### src/rtl/rv_decode_pkg.sv
// Shared decode definitions: opcodes, ALU codes, ctrl bit positions and the
// decoded-entry record that travels through the skid buffer.
package rv_decode_pkg;

  localparam int IMM_MAX_W = 64;
  localparam int PC_MAX_W  = 64;

  localparam logic [6:0] OPC_OP     = 7'b0110011;
  localparam logic [6:0] OPC_OP_IMM = 7'b0010011;
  localparam logic [6:0] OPC_LOAD   = 7'b0000011;
  localparam logic [6:0] OPC_STORE  = 7'b0100011;
  localparam logic [6:0] OPC_BRANCH = 7'b1100011;
  localparam logic [6:0] OPC_JAL    = 7'b1101111;
  localparam logic [6:0] OPC_JALR   = 7'b1100111;

  localparam logic [3:0] ALU_ADD = 4'b0000;
  localparam logic [3:0] ALU_SLL = 4'b0001;
  localparam logic [3:0] ALU_SLT = 4'b0010;
  localparam logic [3:0] ALU_XOR = 4'b0100;
  localparam logic [3:0] ALU_SRL = 4'b0101;
  localparam logic [3:0] ALU_OR  = 4'b0110;
  localparam logic [3:0] ALU_AND = 4'b0111;
  localparam logic [3:0] ALU_SUB = 4'b1000;
  localparam logic [3:0] ALU_SRA = 4'b1101;

  localparam int CTRL_JAL        = 11;
  localparam int CTRL_JALR       = 10;
  localparam int CTRL_BRANCH     = 9;
  localparam int CTRL_MEM_READ   = 8;
  localparam int CTRL_MEM_WRITE  = 7;
  localparam int CTRL_MEM_TO_REG = 6;
  localparam int CTRL_REG_WRITE  = 5;
  localparam int CTRL_ALU_SRC    = 4;

  typedef logic [11:0] ctrl_t;

  // imm/pc are held at their widest; the top trims them to XLEN/PC_W.
  typedef struct packed {
    ctrl_t                 ctrl;
    logic [IMM_MAX_W-1:0]  imm;
    logic [4:0]            rs1;
    logic [4:0]            rs2;
    logic [4:0]            rd;
    logic [2:0]            funct3;
    logic [PC_MAX_W-1:0]   pc;
    logic                  illegal;
  } entry_t;

endpackage

### src/rtl/rv_decoder.sv
// Combinational RV instruction decoder: raw word -> ctrl word, immediate,
// register fields and illegal flag.
module rv_decoder
  import rv_decode_pkg::*;
#(
  parameter int         XLEN   = 64,
  parameter logic [2:0] MEM_F3 = 3'd3
) (
  input  logic [31:0]         instr,
  input  logic [PC_MAX_W-1:0] pc,
  output entry_t              entry
);

  localparam logic [6:0] SRA_HI = (XLEN == 64) ? 7'b0010000 : 7'b0100000;

  logic [2:0]           f3;
  logic [6:0]           f7;
  logic [6:0]           shift_hi;
  logic [IMM_MAX_W-1:0] imm_i, imm_s, imm_b, imm_j, shamt;

  assign f3 = instr[14:12];
  assign f7 = instr[31:25];
  // RV64 shift-immediates borrow instr[25] for shamt[5], leaving six funct bits.
  assign shift_hi = (XLEN == 64) ? {1'b0, instr[31:26]} : instr[31:25];
  assign shamt    = (XLEN == 64) ? {58'b0, instr[25:20]} : {59'b0, instr[24:20]};

  assign imm_i = {{52{instr[31]}}, instr[31:20]};
  assign imm_s = {{52{instr[31]}}, instr[31:25], instr[11:7]};
  assign imm_b = {{51{instr[31]}}, instr[31], instr[7], instr[30:25], instr[11:8], 1'b0};
  assign imm_j = {{43{instr[31]}}, instr[31], instr[19:12], instr[20], instr[30:21], 1'b0};

  always_comb begin
    entry         = '0;
    entry.rs1     = instr[19:15];
    entry.rs2     = instr[24:20];
    entry.rd      = instr[11:7];
    entry.funct3  = f3;
    entry.pc      = pc;
    entry.illegal = 1'b0;

    unique case (instr[6:0])
      OPC_OP: begin
        if (f7 == 7'b0000000 || (f7 == 7'b0100000 && (f3 == 3'b000 || f3 == 3'b101))) begin
          entry.ctrl[CTRL_REG_WRITE] = 1'b1;
          entry.ctrl[3:0]            = {f7[5], f3};
        end else begin
          entry.illegal = 1'b1;
        end
      end
      OPC_OP_IMM: begin
        entry.ctrl[CTRL_REG_WRITE] = 1'b1;
        entry.ctrl[CTRL_ALU_SRC]   = 1'b1;
        if (f3 == 3'b001 || f3 == 3'b101) begin
          entry.imm       = shamt;
          entry.ctrl[3:0] = {shift_hi == SRA_HI, f3};
          if (!(shift_hi == 7'b0 || (f3 == 3'b101 && shift_hi == SRA_HI)))
            entry.illegal = 1'b1;
        end else begin
          entry.imm       = imm_i;
          entry.ctrl[3:0] = {1'b0, f3};
        end
      end
      OPC_LOAD: begin
        entry.ctrl[CTRL_MEM_READ]   = 1'b1;
        entry.ctrl[CTRL_MEM_TO_REG] = 1'b1;
        entry.ctrl[CTRL_REG_WRITE]  = 1'b1;
        entry.ctrl[CTRL_ALU_SRC]    = 1'b1;
        entry.ctrl[3:0]             = ALU_ADD;
        entry.imm                   = imm_i;
        entry.illegal               = (f3 != MEM_F3);
      end
      OPC_STORE: begin
        entry.ctrl[CTRL_MEM_WRITE] = 1'b1;
        entry.ctrl[CTRL_ALU_SRC]   = 1'b1;
        entry.ctrl[3:0]            = ALU_ADD;
        entry.imm                  = imm_s;
        entry.illegal              = (f3 != MEM_F3);
      end
      OPC_BRANCH: begin
        entry.ctrl[CTRL_BRANCH] = 1'b1;
        entry.ctrl[3:0]         = ALU_SUB;
        entry.imm               = imm_b;
        entry.illegal           = (f3 != 3'b000 && f3 != 3'b001);
      end
      OPC_JAL: begin
        entry.ctrl[CTRL_JAL]       = 1'b1;
        entry.ctrl[CTRL_REG_WRITE] = 1'b1;
        entry.imm                  = imm_j;
      end
      OPC_JALR: begin
        entry.ctrl[CTRL_JALR]      = 1'b1;
        entry.ctrl[CTRL_REG_WRITE] = 1'b1;
        entry.imm                  = imm_i;
      end
      default: entry.illegal = 1'b1;
    endcase

    if (entry.illegal) begin
      entry.ctrl = '0;
      entry.imm  = '0;
    end
  end

endmodule

### src/rtl/decode_stage.sv
// Registered decode stage: decodes the incoming word and holds results in a
// 2-entry skid buffer with valid/ready on both sides, flush and illegal counter.
module decode_stage
  import rv_decode_pkg::*;
#(
  parameter int         XLEN      = 64,
  parameter int         PC_W      = 32,
  parameter logic [2:0] MEM_F3    = 3'd3,
  parameter int         ILL_CNT_W = 16
) (
  input  logic                 clk,
  input  logic                 rst_n,
  input  logic                 in_valid,
  output logic                 in_ready,
  input  logic [31:0]          in_instr,
  input  logic [PC_W-1:0]      in_pc,
  input  logic                 flush,
  output logic                 out_valid,
  input  logic                 out_ready,
  output logic [11:0]          out_ctrl,
  output logic [XLEN-1:0]      out_imm,
  output logic [4:0]           out_rs1,
  output logic [4:0]           out_rs2,
  output logic [4:0]           out_rd,
  output logic [2:0]           out_funct3,
  output logic [PC_W-1:0]      out_pc,
  output logic                 out_illegal,
  output logic [ILL_CNT_W-1:0] ill_count
);

  logic [PC_MAX_W-1:0] pc_ext;
  entry_t              dec;
  entry_t              buf_q [2];
  entry_t              head_e;
  logic                head, tail;
  logic [1:0]          count;
  logic                push, pop;
  logic                unused_bits;

  always_comb begin
    pc_ext           = '0;
    pc_ext[PC_W-1:0] = in_pc;
  end

  rv_decoder #(
    .XLEN   (XLEN),
    .MEM_F3 (MEM_F3)
  ) u_dec (
    .instr (in_instr),
    .pc    (pc_ext),
    .entry (dec)
  );

  assign in_ready  = (count < 2'd2);
  assign out_valid = (count != 2'd0);
  assign push      = in_valid && in_ready;
  assign pop       = out_valid && out_ready;

  // Empty buffer presents zeros so stale entries never leak onto out_*.
  always_comb begin
    head_e = '0;
    if (count != 2'd0) head_e = buf_q[head];
  end

  always_ff @(posedge clk or negedge rst_n) begin
    if (!rst_n) begin
      for (int unsigned i = 0; i < 2; i++) buf_q[i] <= '0;
      head  <= 1'b0;
      tail  <= 1'b0;
      count <= '0;
    end else if (flush) begin
      head  <= 1'b0;
      tail  <= 1'b0;
      count <= '0;
    end else begin
      if (push) begin
        buf_q[tail] <= dec;
        tail        <= ~tail;
      end
      if (pop) head <= ~head;
      count <= count + {1'b0, push} - {1'b0, pop};
    end
  end

  always_ff @(posedge clk or negedge rst_n) begin
    if (!rst_n)
      ill_count <= '0;
    else if (pop && !flush && head_e.illegal && ill_count != '1)
      ill_count <= ill_count + 1'b1;
  end

  assign out_ctrl    = head_e.ctrl;
  assign out_imm     = head_e.imm[XLEN-1:0];
  assign out_rs1     = head_e.rs1;
  assign out_rs2     = head_e.rs2;
  assign out_rd      = head_e.rd;
  assign out_funct3  = head_e.funct3;
  assign out_pc      = head_e.pc[PC_W-1:0];
  assign out_illegal = head_e.illegal;

  assign unused_bits = ^{head_e.imm, head_e.pc};

endmodule

### config.mk
export PLATFORM = sky130hd
export DESIGN_NAME = decode_stage
export DESIGN_NICKNAME = d
export VERILOG_FILES = /design/src/rtl/rv_decode_pkg.sv /design/src/rtl/rv_decoder.sv /design/src/rtl/decode_stage.sv
export SDC_FILE = /design/constraint.sdc
export NUM_CORES = 1
export LEC_CHECK = 0
export CAP_MARGIN = 20
export CORE_ASPECT_RATIO = 1.1
export CORE_MARGIN = 4
export CORE_UTILIZATION = 45
export DETAILED_ROUTE_END_ITERATION = 7
export PLACE_DENSITY = 0.73
export SLEW_MARGIN = 0
export SYNTH_ARGS = -nofsm -noshare
export SYNTH_HDL_FRONTEND = slang
export SYNTH_SLANG_ARGS = --single-unit
export TNS_END_PERCENT = 30
### constraint.sdc
create_clock -name clk -period 9.7 [get_ports clk]
set_input_delay 0.97 -clock clk [delete_from_list [all_inputs] [get_ports clk]]
set_output_delay 0.97 -clock clk [all_outputs]
set_load 0.05 [all_outputs]
Yosys cells after proc, flatten, opt, wreduce, memory -nomap -nowiden. Cells that the tools add are included.

Flip-flop bits (word level): 338.

Add/sub/neg operators: 3. Bitwise operators: 5. Order comparisons: 4. Muxes and demuxes: 29. Reduce and logical (&&, ||, !) cells: 27. Eq/ne operators: 14.

Operators by type and width (count): 159-bit 2-to-1 mux (5); 64-bit one-hot mux with 5 select lines (1); 318-bit bitwise mux (1); 159-bit demux with 1-bit select (1); 76-bit 2-to-1 mux (1); 68-bit 2-to-1 mux (1); 7-bit by 6-bit == test with 1-bit output (second input constant) (3); 7-bit == test (second input constant) (3); 16-bit by 1-bit adder with 16-bit output (second input constant) (1); 16-bit != test (second input constant) (1); 7-bit logical NOT (2); 1-bit 2-to-1 mux (14); 4-bit one-hot mux with 3 select lines (1); 1-bit logical AND (9); 7-bit by 2-bit == test with 1-bit output (second input constant) (1); 7-bit by 5-bit == test with 1-bit output (second input constant) (1); 6-bit by 5-bit == test with 1-bit output (second input constant) (1); 2-bit nonzero test (3); 2-bit OR reduction (3); 1-bit one-hot mux with 5 select lines (1); 2-bit greater-or-equal comparator (second input constant) (2); 1-bit logical OR (4); 4-bit 2-to-1 mux (1); 1-bit NOT with 2-bit output (2); 17 further kinds (19).

Logic depth before layout (Yosys ltp). Gate-level depths: netlist (run 1).

Word-level depth: 8. Mapped depth: 9.

Cells and area by module. A second synthesis (run 1) with hierarchy kept.

Cell total of the unflattened synthesis: 1146. Area total of the unflattened synthesis: 14186.1 um^2.

By module, submodules not included: decode_stage (cells each 920, area an instance 12614.6 um^2, times used 1); rv_decoder (cells each 226, area an instance 1571.5 um^2, times used 1).

Worst setup path before layout (run 1). No wires, ideal clock.

Kind: register to output. Start: register head. End: output out_imm[21]. Cell stages (with the launch flop): 7. Required time: 8.730 ns. Slack: 5.080 ns. Arrival: 3.650 ns. Cells stage by stage: dfrtp_1 > buf_2 > buf_2 > buf_1 > mux2i_1 > nor2_1 > buf_4.

Word-level cells in the longest chain between the ends: 5.

Ends and longest elaborated chain: start, declared (line decode_stage.sv:35) `logic head, tail;`; start signal, assigned (line decode_stage.sv:80) `if (pop) head <= ~head;`; 1-bit NOT with 2-bit output (not written as such) (line decode_stage.sv:62) `if (count != 2'd0) head_e = buf_q[head];`; 159-bit 2-to-1 mux (not written as such) (3 in a row) (line decode_stage.sv:62); 159-bit 2-to-1 mux (line decode_stage.sv:62); end, declared (line decode_stage.sv:21) `output logic [XLEN-1:0] out_imm,`.

Every way passes these cells. The select of a mux whose other input is x is not followed.

Final worst setup path (run 1).
Start: register head. End: output out_imm[24].

The elaborated chain is that of the path after synthesis.

==> flow_summary.yaml, run 1 <==
floorplan:
  io_pins: 214
  die-area_mm2: 0.0227
  core_mm2: 0.0199
  rows: 54
  fp.dieW_um: 144
  die_h_um: 157
  start_util_pct: 45.9
synthesis:
  synth.net_count: 1093
  ys_ff_latch: 186
  async_reset_ff_share_pct: 100
  synth_cell_types: 51
  netlist_instances: 1021
  synth_area_leader_cell: "dfrtp_1"
  synth.avg_cell_area_um2: 8.95
  synth.cell_area_mm2: 0.00914
  synth_area_leaders: "dfrtp_1 (51%), nand2_1 (15%), mux2i_1 (9.1%)"
  synth_edf_count: 0
  synth_top_area_share_pct: 50.9
  yosysMostFrequentCell: "nand2_1"
  ys.flop_type: "dfrtp_1"
  synth_warnings: 0
  ys_seq_area_share_pct: 50.9
  synth.top_cells.by_count: "nand2_1 (363), dfrtp_1 (186), nor2_1 (99)"
worst_setup_path:
  critical_path_required_ps: 8730
  endpoint_kind: "primary output"
  path_class: "flip-flop to primary output"
  cp_max_fo: 45
  start_kind: "flip-flop"
  cp.arrival_ps: 3680
sta:
  finalClockSkew_ps: 8.81
  fin_setup_tns_ps: 0
  slew_headroom_pct: 28.2
  tightestPinTransition_ps: 1070
  period_minus_slack_ps: 4650
  finalSetupViolCount: 0
  slew_violations: 0
  hold_viol: 0
  clock.fmax_mhz: 215
  period_share_pct: 47.9
  hold_ws_ps: 475
  rsz0062_at_grt: "no"
final_layout:
  area_delta_synth_final_pct: 28.1
  n_fill_cell: 1789
  diodes: 0
  postLayoutCoreUtil_pct: 58.7
  nets: 1228
  layoutNonFillerInstCount: 1421
  drive_gt1_share_pct: 5.90
clock_tree:
  ctsRootBufferMaster: "clkbuf_16"
  clkTransAtPathRegs_ps: 70
  holdBufCountCts: 0
  cts_tree: "built"
  postCtsResizedCells: 0
  cts_buffers: 17
  worstSkewPairLatency_ps: 430
  cts_sinks: 186
  cts_setup_buffers: 0
  htree_num_levels: 4
  ctsLongestPathBuffers: 2
grt:
  first_global_vias: 7389
  track_usage_pct: 20.9
  grt_max_degree: 126
  grt-ovfl-total: 0
  antenna_found_initial: 0
  grt_pass1_wl_um: 37600
pwr:
  peakVddDrop_mv: 0.197
  p_per_area_mw_per_mm2: 263
  p_leak_nw: 5.20
placement:
  routabilityCongestion: 0.845
  port_buffers: 213
  dp.final_hpwl_um: 15500
  dp.cells: 1389
routing:
  drtIter0Drc: 430
  dr.pass1.iters: 5
  wl_um: 23500
  drc: 0
  ant_nets: 0
  vias_per_cell: 5.24
  vias: 7440
  wl_per_cell_um: 16.5
flow_run:
  cap_viol_max_count: 0
min_path:
  hold_path.class: "flip-flop to flip-flop"
run_status:
  status: "completed"
[worst max-delay path, cell delays in order, from the launching register on]
cell and delay [ps]:
dfrtp_4 980, buf_4 740, mux2i_1 190, nor2_2 110, buf_4 330, clkdlybuf4s50_1 880
[layer usage]
metal	track usage, %	up-vias	wire [µm]
met1	27.6	3574	10200
met3	4.56	35	1550
li1	-	3573	-
met4	6.64	0	536
met5	0	-	0
met2	34.3	258	11200
[final timing paths]
path	startpoint	endpoint	slack, ps	cells after the start
max	head$_DFFE_PN0P_	out_imm[24]	5050	5
min	buf_q[189]$_DFFE_PN0P_	buf_q[189]$_DFFE_PN0P_	480	2
max reg2reg	head$_DFFE_PN0P_	ill_count[1]$_DFFE_PN0P_	6740	4
min reg2reg	buf_q[189]$_DFFE_PN0P_	buf_q[189]$_DFFE_PN0P_	480	2
max in group asynchronous	rst_n	head$_DFFE_PN0P_	7510	2
min in group asynchronous	rst_n	buf_q[237]$_DFFE_PN0P_	670	1
[flip-flops by register name (all words and copies together) (netlist names)]
register	count
buf_q	166
count	2
head	1
ill_count	16
tail	1
[cells by family (layout without fill, tap and decap cells)]
group,count (synthesis),after routing,share of synthesized area (%)
buffers and inverters,110,258,6.65
adders and majority gates,3,3,0.411
AOI/OAI and AO/OA,90,90,6.87
DFF,186,186,50.9
xor gates and xnor gates,19,19,1.82
muxes,85,85,9.33
and+or+nand+nor,528,528,24.0
[placed cells by master (no fill, tap or decap), drive strengths merged, types with 3 or more instances in the layout]
| cell | n |
|---|---|
| clkinv | 3 |
| nand4 | 9 |
| dfrtp | 186 |
| nor2 | 99 |
| mux2i | 83 |
| nand3 | 8 |
| nand2 | 363 |
| nand4b | 4 |
| nor3 | 8 |
| a22o | 15 |
| ha | 3 |
| nand2b | 6 |
| inv | 12 |
| xnor2 | 16 |
| or3 | 3 |
| xor2 | 3 |
| clkbuf | 20 |
| a22oi | 12 |
| nor2b | 5 |
| o21ai | 47 |
| and3 | 9 |
| o31ai | 6 |
| clkdlybuf4s50 | 212 |
| buf | 8 |
[power by group]
| part | total [mW] | switching, mW | internal, mW | leakage (nW) |
|---|---|---|---|---|
| Sequential | 1.16 | 0.162 | 1.00 | 2.43 |
| Combinational | 1.19 | 0.772 | 0.420 | 2.48 |
| Clock | 0.719 | 0.317 | 0.402 | 0.299 |
| Total | 3.08 | 1.25 | 1.83 | 5.20 |
[metrics by stage]
stage / power (mW) / cell area (µm²) / setup WS [ps]
final: 3.08 / 11700 / 5050
after global routing: 3.26 / 11700 / 4850
after CTS: 3.10 / 11700 / 4980
after detailed placement: 2.38 / 11100 / 5460
after global placement: 2.36 / 11100 / 5480
after floorplan: 1.98 / 9140 / 5080
[area by class of cell]
cell class / count / area (µm²) / share of cell area (%)
sequential: 186 / 4660 / 39.8
clock buffer: 19 / 453 / 3.87
tap: 252 / 315 / 2.69
inverter: 5 / 18.8 / 0.160
multi-input combinational: 725 / 3910 / 33.4
clock inverter: 13 / 156 / 1.34
timing repair buffer: 221 / 2200 / 18.8
(Power assumes the default switching activity.)
==> run 2, diff against run 1 <==
- PLACE_DENSITY: 0.73 -> 0.76
- clock period: 9.7 -> 4.07 ns (I/O delays scaled with it)
==> flow_summary.yaml, run 2 (synthesis gave the netlist of run 1 again) <==
clock_tree:
  cts_buffers: 17
  clkTransAtPathRegs_ps: 70
  htree_num_levels: 4
  ctsRootBufferMaster: "clkbuf_16"
  holdBufCountCts: 0
  postCtsResizedCells: 0
  ctsLongestPathBuffers: 2
  worstSkewPairLatency_ps: 440
  cts_tree: "built"
  cts_sinks: 186
  cts_setup_buffers: 0
final_layout:
  nets: 1234
  area_delta_synth_final_pct: 28.5
  drive_gt1_share_pct: 6.38
  layout.cells.most_common: "nand2_1"
  diodes: 0
  fin_area_mm2: 0.0117
  reg_top3: "buf_q: 166 flops, ill_count: 16 flops, count: 2 flops"
  largest_register_ffs: 166
  final_cell_mix: "nand2_1 (362), clkdlybuf4s50_1 (212), dfrtp_1 (185), nor2_1 (97), mux2i_1 (83)"
  n_fill_cell: 1726
  largest_register: "buf_q"
flow_run:
  cap_viol_max_count: 0
floorplan:
  core_mm2: 0.0199
  rows: 54
  io_pins: 214
  fp.dieW_um: 144
  die-area_mm2: 0.0227
  start_util_pct: 45.9
  die_h_um: 157
grt:
  grt-ovfl-total: 0
  track_usage_pct: 21.3
  grt_pass1_wl_um: 38500
  first_global_vias: 7386
  grt_max_degree: 87
  antenna_found_initial: 0
pwr:
  peakVddDrop_mv: 0.339
  p_per_area_mw_per_mm2: 620
  p_leak_nw: 5.23
routing:
  vias_per_cell: 5.33
  drc: 0
  vias: 7607
  wl_per_cell_um: 16.8
  drtIter0Drc: 589
  dr.pass1.iters: 5
  wl_um: 24000
  ant_nets: 0
worst_setup_path:
  r2r_start: "count[0]$_DFF_PN0_"
  startpoint: "count[0]$_DFF_PN0_"
  cp.arrival_ps: 2840
  start_kind: "flip-flop"
  path_class: "flip-flop to primary output"
  reg2reg_slack_ps: 1230
  critical_path_required_ps: 3660
  endpoint_kind: "primary output"
  cp_max_fo: 41
sta:
  rsz0062_at_grt: "no"
  period_minus_slack_ps: 3250
  slew_headroom_pct: 29.9
  clock.fmax_mhz: 308
  fin_setup_tns_ps: 0
  hold_viol: 0
  tightestPinTransition_ps: 1050
  period_share_pct: 79.8
  finalClockSkew_ps: 8.87
  finalSetupViolCount: 0
  slew_violations: 0
placement:
  routabilityCongestion: 0.822
  placedInstanceArea_mm2: 0.0112
  dp.final_hpwl_um: 16200
  port_buffers: 213
run_status:
  status: "completed"
min_path:
  hold_path.class: "input pin to asynchronous set/reset pin"
[run 2: cell types whose count changed in the layout (fill, tap and decap cells not counted), sizes merged]
cell	before	now
buf	8	14
bufinv	2	0
clkbuf	20	18
clkinv	3	5
inv	12	14
[run 2: cell type report]
cell class                      instances  area (µm²)  share of cell area [%]
Sequential cell                       186        4660                    39.7
Clock inverter                         15         154                    1.31
Multi-Input combinational cell        725        3910                    33.3
Timing Repair Buffer                  227        2270                    19.3
Clock buffer                           17         425                    3.62
Tap cell                              252         315                    2.68
Inverter                                5        18.8                   0.160
[run 2: worst paths after layout]
kind | end | depth (start not counted)
min in group clk | buf_q[6]$_DFFE_PN0P_ | 2
min | buf_q[239]$_DFFE_PN0P_ | 1
min reg2reg | buf_q[6]$_DFFE_PN0P_ | 2
max | out_imm[4] | 4
max in group asynchronous | buf_q[151]$_DFFE_PN0P_ | 2
max reg2reg | count[1]$_DFF_PN0_ | 10
[run 2: stage by stage]
step                      power, mW  cells  util (%)  hold WS [ps]  setup WS (ps)
after global placement         5.64   1395      56.0           456           1240
after global routing           7.72   1427      58.9          55.2            693
final                          7.28   1427      58.9          5.11            821
after CTS                      7.35   1427      58.9          24.9            773
after floorplan                4.72   1021         -           111           13.4
after detailed placement       5.71   1395      56.0           461           1130
[run 2: power by group]
part / internal [mW] / switching [mW]
combinational: 1.02 / 1.91
sequential: 2.39 / 0.333
clock: 0.822 / 0.806
total: 4.23 / 3.05
[run 2: worst max-delay path, stage by stage, from the launching register on]
cell	delay, ps
dfrtp_1	420
nor2_4	600
buf_4	520
nor2_1	130
clkdlybuf4s50_1	720
[run 2: routing by layer]
layer | vias to the layer above | GRT usage [%] | wire (µm)
met5 | - | 0 | 0
met4 | 0 | 5.07 | 209
met3 | 18 | 4.77 | 1790
met2 | 274 | 35.0 | 11400
met1 | 3737 | 28.9 | 10600
li1 | 3578 | - | -
